**src/rtl/hazard_forward_unit.sv**
```systemverilog
// hazard_forward_unit: EX operand forwarding, load-use/scoreboard hazard detection,
// hazard FSM and saturating stall counter for the 5-stage pipeline.
module hazard_forward_unit #(
  parameter int NUM_SRC  = 2,
  parameter int REG_AW   = 5,
  parameter int NUM_REGS = 32,
  parameter int CNT_W    = 16
) (
  input  logic                      clk,
  input  logic                      rst_n,
  input  logic [NUM_SRC*REG_AW-1:0] if_id_rs,
  input  logic [NUM_SRC*REG_AW-1:0] id_ex_rs,
  input  logic [REG_AW-1:0]         id_ex_rd,
  input  logic                      id_ex_memread,
  input  logic [REG_AW-1:0]         ex_mem_rd,
  input  logic                      ex_mem_regwrite,
  input  logic [REG_AW-1:0]         mem_wb_rd,
  input  logic                      mem_wb_regwrite,
  input  logic                      sb_issue,
  input  logic [REG_AW-1:0]         sb_issue_rd,
  input  logic                      sb_done,
  input  logic [REG_AW-1:0]         sb_done_rd,
  input  logic                      stall_cnt_clr,
  output logic [NUM_SRC*2-1:0]      forward_sel,
  output logic                      stall,
  output logic                      bubble,
  output logic [NUM_REGS-1:0]       sb_pending,
  output logic [1:0]                hazard_state,
  output logic [CNT_W-1:0]          stall_cnt
);
  typedef enum logic [1:0] {IDLE = 2'b00, LU_STALL = 2'b01, SB_WAIT = 2'b10} state_t;
  state_t              state_q, state_d;
  logic [NUM_REGS-1:0] sb_q, sb_d;
  logic [CNT_W-1:0]    cnt_q, cnt_d;
  logic                lu, sbh;
  always_comb begin
    lu          = 1'b0;
    sbh         = 1'b0;
    forward_sel = '0;
    for (int i = 0; i < NUM_SRC; i++) begin
      lu  |= id_ex_memread && id_ex_rd != '0 && if_id_rs[i*REG_AW +: REG_AW] == id_ex_rd;
      sbh |= if_id_rs[i*REG_AW +: REG_AW] != '0 && sb_q[if_id_rs[i*REG_AW +: REG_AW]];
      forward_sel[i*2 +: 2] =
        (ex_mem_regwrite && ex_mem_rd != '0 && ex_mem_rd == id_ex_rs[i*REG_AW +: REG_AW]) ? 2'b10 :
        (mem_wb_regwrite && mem_wb_rd != '0 && mem_wb_rd == id_ex_rs[i*REG_AW +: REG_AW]) ? 2'b01 :
        2'b00;
    end
  end
  assign stall  = lu | sbh;
  assign bubble = stall;
  // Issue is applied after done so a same-cycle set/clear of one register leaves it set.
  always_comb begin
    sb_d = sb_q;
    if (sb_done) sb_d[sb_done_rd] = 1'b0;
    if (sb_issue && sb_issue_rd != '0) sb_d[sb_issue_rd] = 1'b1;
  end
  // IDLE and SB_WAIT share transitions; LU_STALL never re-enters itself.
  always_comb begin
    state_d = sbh ? SB_WAIT : (lu && state_q != LU_STALL) ? LU_STALL : IDLE;
    cnt_d   = stall_cnt_clr ? '0 : (stall && cnt_q != '1) ? cnt_q + CNT_W'(1) : cnt_q;
  end
  always_ff @(posedge clk or negedge rst_n) begin
    if (!rst_n) begin
      state_q <= IDLE;
      sb_q    <= '0;
      cnt_q   <= '0;
    end else begin
      state_q <= state_d;
      sb_q    <= sb_d;
      cnt_q   <= cnt_d;
    end
  end
  assign sb_pending   = sb_q;
  assign hazard_state = state_q;
  assign stall_cnt    = cnt_q;
endmodule

```
**config.mk**
```make
export PLATFORM = sky130hd
export DESIGN_NAME = hazard_forward_unit
export DESIGN_NICKNAME = d
export VERILOG_FILES = /design/src/rtl/hazard_forward_unit.sv
export SDC_FILE = /design/constraint.sdc
export NUM_CORES = 1
export LEC_CHECK = 0
export ABC_AREA = 1
export BUFFER_PORTS_ARGS = -buffer_cell sky130_fd_sc_hd__buf_4
export CAP_MARGIN = 10
export CORE_ASPECT_RATIO = 1.5
export CORE_MARGIN = 1.5
export CORE_UTILIZATION = 30
export DETAILED_ROUTE_END_ITERATION = 10
export GPL_ROUTABILITY_DRIVEN = 1
export PLACE_DENSITY = 0.53
export SYNTH_ARGS = -nofsm -noshare
export SYNTH_HDL_FRONTEND = slang
export SYNTH_SLANG_ARGS = --single-unit
```
**constraint.sdc**
```tcl
create_clock -name clk -period 6.4 [get_ports clk]
set_clock_uncertainty 0.05 [all_clocks]
set_input_delay 1.6 -clock clk [delete_from_list [all_inputs] [get_ports clk]]
set_output_delay 1.6 -clock clk [all_outputs]
set_load 0.005 [all_outputs]
```
# Word level (Yosys, flattened, before mapping)
# Index checks and enable logic that the tools add are counted.
# word_totals
regBits	50
output_inout_bits	56
elab_cells	65
# op_classes
addsub	1
order_cmp	6
eq_ne	8
n_mux	18
bitwise_logic	6
n_reduce_logical	23
# ops
cell	n
$mux 32	2
$and 32x32->32	1
$mux 16	2
$not 32->32	1
$or 32x32->32	1
$eq 5x5->1	6
$reduce_bool 5->1	6
$lt 5x6->1 const B	4
$add 16x1->16 const B	1
$logic_and 1x1->1	16
$ne 16x16->1 const B	1
$bmux 1 s5	2
$demux 1 s5	2
$ge 5x1->1 const B	2
$mux 1	7
$mux 2	3
$or 1x1->1	3
$ne 2x1->1 const B	1
$reduce_bool 2->1	1

# Logic depth before layout (Yosys ltp)
# Gate-level depths: netlist of the first run.
# depth
depth_word	9
depth_mapped	18
mapped_depth_nobuf	15

# Worst setup path before layout of the first run
# No wires, ideal clock.
# synth_timing
path_type	input to output
start	in if_id_rs[0]
end	out stall
t_arrival_ns	2.815
required_time_ns	4.750
setup_slack_ns	1.935
stages	12
path_cell_list	buf_6 buf_8 o211ai_1 nand3_1 nand3_1 nand2_1 nand2_1 nand2_2 nor2_4 nand2_4 buf_4 buf_4
# synth_between
elab_chain_len	5
elab_cells_between_ends	9
classes_between	eq/ne (1); mux (2); bitwise (3); reduce/logical (3)
# synth_rtl
element	line_no	source
start, declared	11	input logic [NUM_SRC*REG_AW-1:0] if_id_rs,
$bmux 1 s5	42	sbh |= if_id_rs[i*REG_AW +: REG_AW] != '0 && sb_q[if_id_rs[i*REG_AW +: REG_AW]];
$mux 1 (not written as such)	42	
$logic_and 1x1->1	42	
$or 1x1->1	42	
$or 1x1->1 (*)	49	assign stall = lu | sbh;
end, declared	25	output logic stall,
# Mark *: on every way between the ends. The rest lies on a longest branch, timed or not. The select of a mux whose other input is x is not followed.

# Worst setup path after layout of the first run
# layout_timing
start	in if_id_rs[5]
end	out stall
# Same word-level chain as after synthesis.

==> results of run 1 <==
[cell usage after synthesis (all sizes together)]
cell type and n:
o21ai 65, clkbuf 1, o211ai 2, nor4 5, buf 14, nand4 20
inv 71, dfrtp 50, nand2 127, nor3 2, or2 2, a211oi 1
or4 1, a21oi 1, o41ai 1, xor2 28, ha 1, nor2 22
xnor2 13, nand3 90, a31oi 2
[kinds of logic (layout without fill, tap and decap cells)]
| kind of cell | Yosys count | count (layout) | share of synthesized area (%) |
|---|---|---|---|
| xor+xnor | 41 | 41 | 9.61 |
| simple gates | 269 | 269 | 34.8 |
| flops | 50 | 50 | 33.5 |
| fa+ha+maj | 1 | 1 | 0.335 |
| buf+inv | 86 | 185 | 11.7 |
| compound gates | 72 | 72 | 10.0 |
[worst paths after layout]
path                                                   to  slack [ns]  depth (start not counted)
worst min register to register  hazard_state[0]$_DFF_PN0_        0.40                          1
worst min-delay path            hazard_state[0]$_DFF_PN0_        0.40                          1
min in group asynchronous        sb_pending[23]$_DFF_PN0_        1.27                          1
worst max register to register   stall_cnt[2]$_DFFE_PN0P_        4.01                         11
max in group asynchronous       hazard_state[0]$_DFF_PN0_        4.58                          1
worst max-delay path                                stall        1.82                         14
[routing by layer]
| layer | track usage [%] | part of all wire (%) |
|---|---|---|
| met5 | 0 | 0 |
| met4 | 4.79 | 1.1 |
| met3 | 2.46 | 5.7 |
| met2 | 32.3 | 51 |
| met1 | 22.8 | 42 |
[power groups by stage]
stage / sequential (µW) / clock, µW / combinational (µW)
after floorplan: 412 / 0 / 185
after global placement: 429 / 0 / 343
after detailed placement: 428 / 0 / 348
after CTS: 423 / 269 / 350
after global routing: 430 / 284 / 391
final: 424 / 263 / 347
[layout make-up]
cell class | count | area [µm²] | area share, %
Sequential cell | 50 | 1250 | 26.5
Tap cell | 153 | 191 | 4.05
Clock buffer | 6 | 139 | 2.94
Inverter | 71 | 282 | 5.96
Multi-Input combinational cell | 383 | 2050 | 43.4
Timing Repair Buffer | 108 | 811 | 17.2
[stage by stage]
step	std cells	hold WS, ns	utilization, %	total power [µW]	instance area [µm²]
after global routing	771	0.419	39.1	1100	4720
after global placement	765	0.397	37.9	772	4580
after CTS	771	0.407	39.1	1040	4720
after detailed placement	765	0.394	37.9	777	4580
final	771	0.405	39.1	1030	4720
after floorplan	519	0.399	-	597	3740
[sequential cells by signal, summed over array words and instances, names as in the netlist]
signal        flops
hazard_state      2
sb_pending       32
stall_cnt        16
==> metrics.md, run 1 <==
| Metric | Value |
|---|---|
| Status | completed |
| # IOs | approximately 110 |
| Critical R2R Launch | stall_cnt[0]$_DFFE_PN0P_ |
| Final period util | a little under three quarters |
| Vias per cell | around 5 |
| Row Count | between 40 and 50 |
| DRT iter0 DRCs | ~180 |
| Setup WS post-layout | around 1.8 ns |
| Register share of total power | 41.0% |
| Crit path required time | 4.75 ns |
| Critical Path AT | 2.93 ns |
| Max Clock Freq | 218 MHz |
| Global-route wire length before repair | ~19000 µm |
| Setup TNS | 0 ns |
| Overflow after GRT | 0 |
| Hold_buf cts | 0 |
| Synthesized area | around 0.0037 mm² |
| Logic pwr share | between 30% and 40% |
| Clock share of power | 25.4% |
| Avg WL per Cell | 15.3 µm |
| Hold Fails Final Rpt | 0 |
| Post-CTS sizing | 0 |
| Ant diodes | 0 |
| #FFs+latches synth | 50 |
| Synth cell types | 36 |
| Seq/Total Area, Yosys | 33.5% |
| Power per cell area | about 220 mW/mm² |
| Post-route DRC | 0 |
| Yosys warning count | 0 |
| Finish-stage setup viols | 0 |
| Syn_nets | ~570 |
| Placement Setup Slack | around 1.8 ns |
| Crit path top cell by count | nand2_1 |
| Via count | slightly below 4000 |
| Effective utilization at floorplan | just over 30% |
| Final wirelength | about 12000 µm |
| Avg Cell Area, Syn | 7.20 µm² |
| Slew Limit Fails | 0 |
| CP Cell Sequence | buf_4 > inv_8 > nand2_1 > nand3_1 > nand2_1 > nand2_1 > nand2_1 > inv_2 > nand2_1 > nand2_1 > nand2_2 > nor2_4 > nand2_4 > buf_4 |
| Internal power | 675 µW |
| Die area | between 0.01 and 0.015 mm² |
| Hold/Removal Path Class | register to register |
| Worst-path clk slew | 0.06 ns |
| CTS tree | done |
| Router iterations before antenna repair | 4 |
| Peak VDD IR | about 0.12 mV |
| Area grow syn2layout | 26.3% |
| Initial antenna violation count | 0 |
| Clock sink count | 50 |
| Critical path's largest stage delay | between 0.15 and 0.2 ns |
| Setup Crit Path Kind | primary input to output pin |
| IO buf count | around 110 |
| Max-slew headroom | 25.1% |
| Area leader, netlist | dfrtp_1 |
| Largest net degree at the start of global routing | just over 50 |
| Startpoint types | primary input |
| CP bufs+invs | 4 |
| RSZ-0062 raised after global routing | no |
| Post-DP HPWL | between 9000 and 10000 µm |
| Most frequent cells in the layout | nand2_1, buf_4, nand3_1, inv_1, o21ai_0 |
| Total core area | about 0.012 mm² |
| Clk Latency, worst-skew pair | 0.29 ns |
| Cell leakage power | 0.00244 µW |
| H-Tree Depth | 2 |
| Min Tclk post-route | roughly 4.6 ns |
| Die X | between 90 and 100 µm |
| Post-route ant nets | 0 |
| Psw | 359 µW |
| Family with the most delay on the worst path | simple AND/OR/NAND/NOR gates |
| Total CTS buffers | 5 |
| Top post-synthesis cells by area | dfrtp_1, nand2_1, nand3_1 |
| Proportion of layout cells with a drive suffix above 1 | about a quarter |
| Clk root buf | clkbuf_16 |
| Max-Cap Viols | 0 |
| Final net count | 673 |
| Die Height | approximately 140 µm |
| Synth top area share | 33.5% |
| Total setup buffers inserted after CTS | 0 |
| Fill cell count | ~1300 |
| Critical-path maximum fanout | 19 |
| Syn Inst Count | just over 500 |
| CP Capture Type | output pin |
| Routability Congestion | about 0.82 |
| Total track usage | a little under a fifth |
| Maximum clock path buffer count | 2 |
| Worst Min Path Start | hazard_state[0]$_DFF_PN0_ |
| Sw Share | a little over a third |
| Critical Path Start | if_id_rs[5] |
| Most common cell after layout, fill and taps aside | nand2_1 |
| Vias in the first global route | approximately 3800 |
| Slowest CP cell | buf_4 |
| Actual slew at the worst max-slew pin | approximately 1.1 ns |
(Power assumes the default switching activity.)
==> inputs of run 2 (changes only) <==
--- a/config.mk
+++ b/config.mk
@@ -5,7 +5,7 @@
 export SDC_FILE = /design/constraint.sdc
 export NUM_CORES = 1
 export LEC_CHECK = 0
-export ABC_AREA = 1
+export ABC_AREA = 0
 export BUFFER_PORTS_ARGS = -buffer_cell sky130_fd_sc_hd__buf_4
 export CAP_MARGIN = 10
 export CORE_ASPECT_RATIO = 1.5
@@ -13,7 +13,7 @@
 export CORE_UTILIZATION = 30
 export DETAILED_ROUTE_END_ITERATION = 10
 export GPL_ROUTABILITY_DRIVEN = 1
-export PLACE_DENSITY = 0.53
+export PLACE_DENSITY = 0.54
 export SYNTH_ARGS = -nofsm -noshare
 export SYNTH_HDL_FRONTEND = slang
 export SYNTH_SLANG_ARGS = --single-unit
==> constraint.sdc (replaced) <==
create_clock -name clk -period 4.41 [get_ports clk]
set_clock_uncertainty 0.05 [all_clocks]
set_input_delay 1.1025 -clock clk [delete_from_list [all_inputs] [get_ports clk]]
set_output_delay 1.1025 -clock clk [all_outputs]
set_load 0.005 [all_outputs]
==> run 2 against run 1 <==
Non-clock buffer count is 1 higher. Total power rose by 44%. Via count fell by 19%. Utilization grew 0.91 points. Largest cell class unchanged. Clock-buffer cell count is 1 lower. Global-route usage fell by 0.30 points.
==> metrics.md, run 2 <==
| Metric | Value |
|---|---|
| Critical Path Start | if_id_rs[5] |
| Synth cell types | 52 |
| Reg area | between 0.001 and 0.0015 mm² |
| Max Clock Freq | roughly 250 MHz |
| Die Height | about 130 µm |
| Final wirelength | about 10000 µm |
| Peak VDD IR | about 0.18 mV |
| Via count | a little over 3000 |
| Final net count | 493 |
| Top post-synthesis cells by area | dfrtp_1, o21ai_0, mux4_2 |
| Die X | around 89 µm |
| Post-DP HPWL | between 8000 and 9000 µm |
| Global-route wire length before repair | around 16000 µm |
| Yosys warning count | 0 |
| Avg Cell Area, Syn | 9.92 µm² |
| # IOs | 109 |
| Setup Crit Path Kind | primary input to output pin |
| Post-CTS sizing | 0 |
| Most used flip-flop cell after synthesis | dfrtp_1 |
| Ant diodes | 0 |
| Syn Inst Count | 338 |
| Vias per cell | between 5 and 6 |
| Layout Utilization | roughly two fifths |
| Row Count | 47 |
| Clock sink count | 50 |
| Min Tclk post-route | ~4 ns |
| Setup TNS | 0 ns |
| Final period util | between 90% and 100% |
| Hold Fails Final Rpt | 0 |
| Fill cell count | approximately 1100 |
| Worst-path clk slew | about 0.060 ns |
| Startpoint types | primary input |
| Total CTS buffers | 5 |
| Total track usage | 17.9% |
| Most frequent cells after synthesis | o21ai_0, dfrtp_1, nor2_1, xor2_1, nand3_1 |
| Actual slew at the worst max-slew pin | 0.639 ns |
| EDFF count, synth | 0 |
| Critical R2R Launch | sb_pending[4]$_DFF_PN0_ |
| Vias in the first global route | about 3200 |
| Area grow syn2layout | 30.5% |
| Worst Min Path Start | sb_pending[0]$_DFF_PN0_ |
| Hold_buf cts | 0 |
| Maximum clock path buffer count | 2 |
| Overflow after GRT | 0 |
| R2r worst-path depth | 8 |
| Most common cell after layout, fill and taps aside | buf_4 |
| Max-slew headroom | between 50% and 60% |
| Post-Layout Cell Count | approximately 590 |
| Synthesized area | between 0.003 and 0.004 mm² |
| #FFs+latches synth | 50 |
| Finish-stage setup viols | 0 |
| Max FFs per register | 32 |
| Cell leakage power | roughly 0.0019 µW |
| Status | completed |
| Die area | roughly 0.012 mm² |
| CTS tree | done |
| Router iterations before antenna repair | 4 |
| Crit path required time | around 3.3 ns |
| Post-route ant nets | 0 |
| DRT iter0 DRCs | 151 |
| Effective utilization at floorplan | 30.6% |
| Max-Cap Viols | 0 |
| Async SR Flop Fraction | 100% |
| Hold/Removal Path Class | register to register |
| Total setup buffers inserted after CTS | 0 |
| Power per cell area | 341 mW/mm² |
| Seq/Total Area, Yosys | a little under two fifths |
| Critical Path AT | ~2.9 ns |
| Multi-input gate area | roughly 0.002 mm² |
| Inst Count DP | between 500 and 600 |
| Area leader, netlist | dfrtp_1 |
| Proportion of layout cells with a drive suffix above 1 | 33.4% |
| Clk root buf | clkbuf_16 |
| Worst hold stages | 1 |
| Synth top area share | 37.3% |
| RSZ-0062 raised after global routing | no |
| Total Power | approximately 1500 µW |
| Syn_nets | 392 |
| Routability Congestion | around 0.84 |
| CP Capture Type | output pin |
| Min Hold Slack | 0.487 ns |
| H-Tree Depth | 2 |
| Initial antenna violation count | 0 |
| Post-route DRC | 0 |
| Slew Limit Fails | 0 |
| Top-count cell post-synth | o21ai_0 |
| IO buf count | approximately 110 |
| Clk Latency, worst-skew pair | ~0.30 ns |
| Avg WL per Cell | ~18 µm |
| Largest net degree at the start of global routing | approximately 50 |
| Total core area | between 0.01 and 0.015 mm² |
| Critical-path maximum fanout | 12 |
| Most frequent cells in the layout | buf_4, o21ai_0, dfrtp_1, nor2_1, xor2_1 |
-- run 2: cell types whose count changed after synthesis, sizes merged, moves of 12 or more --
cell	before	now
nand4	20	6
nor2b	0	12
nand3	90	16
nand2	127	9
mux4	0	13
inv	71	5
-- run 2: final timing paths --
path | to | slack (ns)
max | bubble | 0.35
min | sb_pending[0]$_DFF_PN0_ | 0.49
max reg2reg | stall_cnt[6]$_DFFE_PN0P_ | 1.78
min reg2reg | sb_pending[0]$_DFF_PN0_ | 0.49
max in group asynchronous | sb_pending[0]$_DFF_PN0_ | 3.11
min in group asynchronous | stall_cnt[1]$_DFFE_PN0P_ | 0.76
-- run 2: layout make-up --
cell class	count	area share, %
clock inverter	3	0.658
inverter	5	0.429
sequential	50	28.6
multi-input combinational	268	44.6
clock buffer	5	2.86
tap	147	4.20
timing repair buffer	109	18.7
-- run 2: logic make-up after synthesis --
logic type               after synthesis  synth area share (%)
AND/OR/NAND/NOR                      123                  21.4
AO/OA/AOI/OAI                         84                  13.8
flip-flops                            50                  37.3
XOR/XNOR                              30                  7.84
multiplexers                          30                  14.8
buffers and inverters                 20                  4.52
adder cells (fa/ha/maj)                1                 0.373
-- run 2: critical path, cell delays in order --
cell and delay (ns):
buf_4 0.19, mux4_1 0.57, mux2i_1 0.15, o311ai_0 0.12
a311oi_1 0.27, and3_1 0.25, inv_2 0.10, buf_4 0.15
-- run 2: per-layer routing --
metal | global-route usage (%) | share of wire [%]
met5 | 0 | 0
met4 | 5.38 | 1.5
met1 | 21.5 | 39
met3 | 3.81 | 7.1
met2 | 31.4 | 52
-- run 2: through the flow --
| step | setup WS (ns) | cell area [µm²] |
|---|---|---|
| floorplan | 0.426 | 3350 |
| global placement | 0.340 | 4220 |
| detailed placement | 0.335 | 4220 |
| CTS | 0.335 | 4380 |
| global route | 0.245 | 4380 |
| finish | 0.351 | 4380 |
-- run 2: report_power, final --
group	leakage [µW]	internal (µW)	switching [µW]
sequential	0.000642	533	99.3
combinational	0.00116	253	197
clock	0.0000763	218	193
total	0.00188	1000	490
==> inputs of run 3 (changes only) <==
--- a/config.mk
+++ b/config.mk
@@ -13,7 +13,7 @@
 export CORE_UTILIZATION = 30
 export DETAILED_ROUTE_END_ITERATION = 10
 export GPL_ROUTABILITY_DRIVEN = 1
-export PLACE_DENSITY = 0.54
+export PLACE_DENSITY = 0.56
 export SYNTH_ARGS = -nofsm -noshare
 export SYNTH_HDL_FRONTEND = slang
 export SYNTH_SLANG_ARGS = --single-unit
==> constraint.sdc (replaced) <==
create_clock -name clk -period 3.7 [get_ports clk]
set_clock_uncertainty 0.05 [all_clocks]
set_input_delay 0.925 -clock clk [delete_from_list [all_inputs] [get_ports clk]]
set_output_delay 0.925 -clock clk [all_outputs]
set_load 0.005 [all_outputs]
==> run 3 against run 2 <==
Clock power rose by 18%. Non-clock buffer count rose by 4. Combinational power rose by 23%. Cell count rose by 0.68%. Sequential share of layout area fell by 0.28 points. Sequential power rose by 20%. Total power rose by 20%. Wire length rose by 1.1%. Utilization rose by 0.39 points. First-iteration DRC count rose by 9.9%. Highest routed layer unchanged.
==> metrics.md, run 3 (synthesis gave the netlist of run 2 again) <==
| Metric | Value |
|---|---|
| Total core area | roughly 0.011 mm² |
| Overflow after GRT | 0 |
| Layout Utilization | 40.4% |
| Final wirelength | between 10000 and 15000 µm |
| RSZ-0062 raised after global routing | no |
| Die X | a little under 90 µm |
| Critical-path maximum fanout | 10 |
| Family with the most delay on the worst path | simple AND/OR/NAND/NOR gates |
| Post-route DRC | 0 |
| Clk Latency, worst-skew pair | about 0.3 ns |
| Cell leakage power | ~0.0019 µW |
| Via count | roughly 3100 |
| Fill cell count | 1140 |
| Vias per cell | about 5.3 |
| Final period util | around 97% |
| Post-DP HPWL | between 8000 and 9000 µm |
| Vias in the first global route | approximately 3200 |
| Setup TNS | 0 ns |
| CP bufs+invs | 3 |
| Area grow syn2layout | 31.8% |
| Ant diodes | 0 |
| Worst-path clk slew | around 0.07 ns |
| Power per cell area | about 410 mW/mm² |
| Avg WL per Cell | between 15 and 20 µm |
| Slew Limit Fails | 0 |
| DRT iter0 DRCs | about 170 |
| Hold/Removal Path Class | register to register |
| Min Tclk post-route | 3.60 ns |
| Most frequent cells in the layout | buf_4, o21ai_0, dfrtp_1, nor2_1, xor2_1 |
| Placement Setup Slack | -0.00103 ns |
| CP Capture Type | output pin |
| Crit path required time | approximately 2.7 ns |
| Router iterations before antenna repair | 4 |
| Maximum clock path buffer count | 2 |
| Proportion of layout cells with a drive suffix above 1 | 34.5% |
| Clk root buf | clkbuf_16 |
| Max Clock Freq | around 280 MHz |
| Startpoint types | primary input |
| Final net count | ~500 |
| CP Cell Sequence | buf_12 > mux4_2 > and2b_2 > nor4_1 > nor4bb_1 > and3_1 > inv_2 > buf_4 |
| Peak VDD IR | between 0.2 and 0.25 mV |
| Total Power | roughly 1800 µW |
| Effective utilization at floorplan | roughly 31% |
| Critical path's largest stage delay | 0.50 ns |
| Row Count | between 40 and 50 |
| Most common cell after layout, fill and taps aside | buf_4 |
| Initial antenna violation count | 0 |
| Critical Path AT | around 2.6 ns |
| Clock sink count | 50 |
| Max-slew headroom | a little under three fifths |
| Setup WS post-layout | approximately 0.10 ns |
| IO buf count | 108 |
| Status | completed |
| Largest net degree at the start of global routing | just over 50 |
| Global-route wire length before repair | 16300 µm |
| Finish-stage setup viols | 0 |
| Post-route ant nets | 0 |
| Total track usage | between 15 and 20% |
| Slowest CP cell | mux4_2 |
| Routability Congestion | around 0.8 |
| Die Height | ~130 µm |
| Total CTS buffers | 5 |
| Actual slew at the worst max-slew pin | 0.659 ns |
| # IOs | approximately 110 |
| Hold Fails Final Rpt | 0 |
| Max-Cap Viols | 0 |
| CTS tree | done |
| Die area | around 0.012 mm² |
| Setup Crit Path Kind | primary input to output pin |
| H-Tree Depth | 2 |
| Max FFs per register | 32 |
[run 3: changes by cell type in the layout (fill, tap and decap cells not counted)]
cell	delta
buf_4	+2
o311ai_1	+1
mux4_2	+2
o311ai_0	-1
buf_12	+1
mux4_1	-2
buf_8	+1
[run 3: metal layers]
layer,share of wire [%],GRT usage (%),vias up
li1,-,-,1478
met1,39,21.0,1531
met2,52,30.6,124
met3,6.2,3.68,15
met4,2.6,7.86,0
met5,0,0,-
[run 3: final timing paths]
path | start | end | slack (ns) | cells past startpoint
max in group asynchronous | rst_n | hazard_state[1]$_DFF_PN0_ | 2.55 | 1
worst min-delay path | hazard_state[1]$_DFF_PN0_ | hazard_state[0]$_DFF_PN0_ | 0.51 | 2
worst max register to register | sb_pending[8]$_DFF_PN0_ | stall_cnt[6]$_DFFE_PN0P_ | 1.02 | 8
worst min register to register | hazard_state[1]$_DFF_PN0_ | hazard_state[0]$_DFF_PN0_ | 0.51 | 2
min in group asynchronous | rst_n | stall_cnt[6]$_DFFE_PN0P_ | 0.60 | 1
worst max-delay path | if_id_rs[0] | bubble | 0.1 | 8
[run 3: report_power, final]
| group | internal (µW) | total [µW] | leakage, µW | switching [µW] |
|---|---|---|---|---|
| Sequential | 635 | 756 | 0.000642 | 120 |
| Combinational | 313 | 555 | 0.00118 | 241 |
| Clock | 260 | 484 | 0.0000763 | 225 |
| Total | 1210 | 1790 | 0.00190 | 586 |
[run 3: cell type report]
| cell class | count | area (µm²) | area share, % |
|---|---|---|---|
| Timing Repair Buffer | 113 | 868 | 19.7 |
| Inverter | 5 | 18.8 | 0.425 |
| Tap cell | 147 | 184 | 4.16 |
| Clock buffer | 5 | 125 | 2.83 |
| Clock inverter | 3 | 28.8 | 0.651 |
| Multi-Input combinational cell | 268 | 1940 | 44.0 |
| Sequential cell | 50 | 1250 | 28.3 |
[run 3: tightest hold or removal path, delay by kind of cell (launching register included)]
family / cells / cell delay [ns]
simple gates: 2 / 0.16
flops: 1 / 0.35
[run 3: repair_timing]
| action | in CTS | in global routing |
|---|---|---|
| hold buffers | 0 | 0 |
| setup buffers | 0 | 1 |
| endpoints found under the setup margin | 0 | 2 |
| resized for setup | 0 | 8 |
[run 3: stage by stage]
stage	instance area (µm²)	cells	hold slack, ns
2_1_floorplan	3350	338	0.447
3_3_place_gp	4240	582	0.501
3_5_place_dp	4240	582	0.502
4_1_cts	4400	590	0.522
5_1_grt	4420	591	0.561
6_report	4420	591	0.514
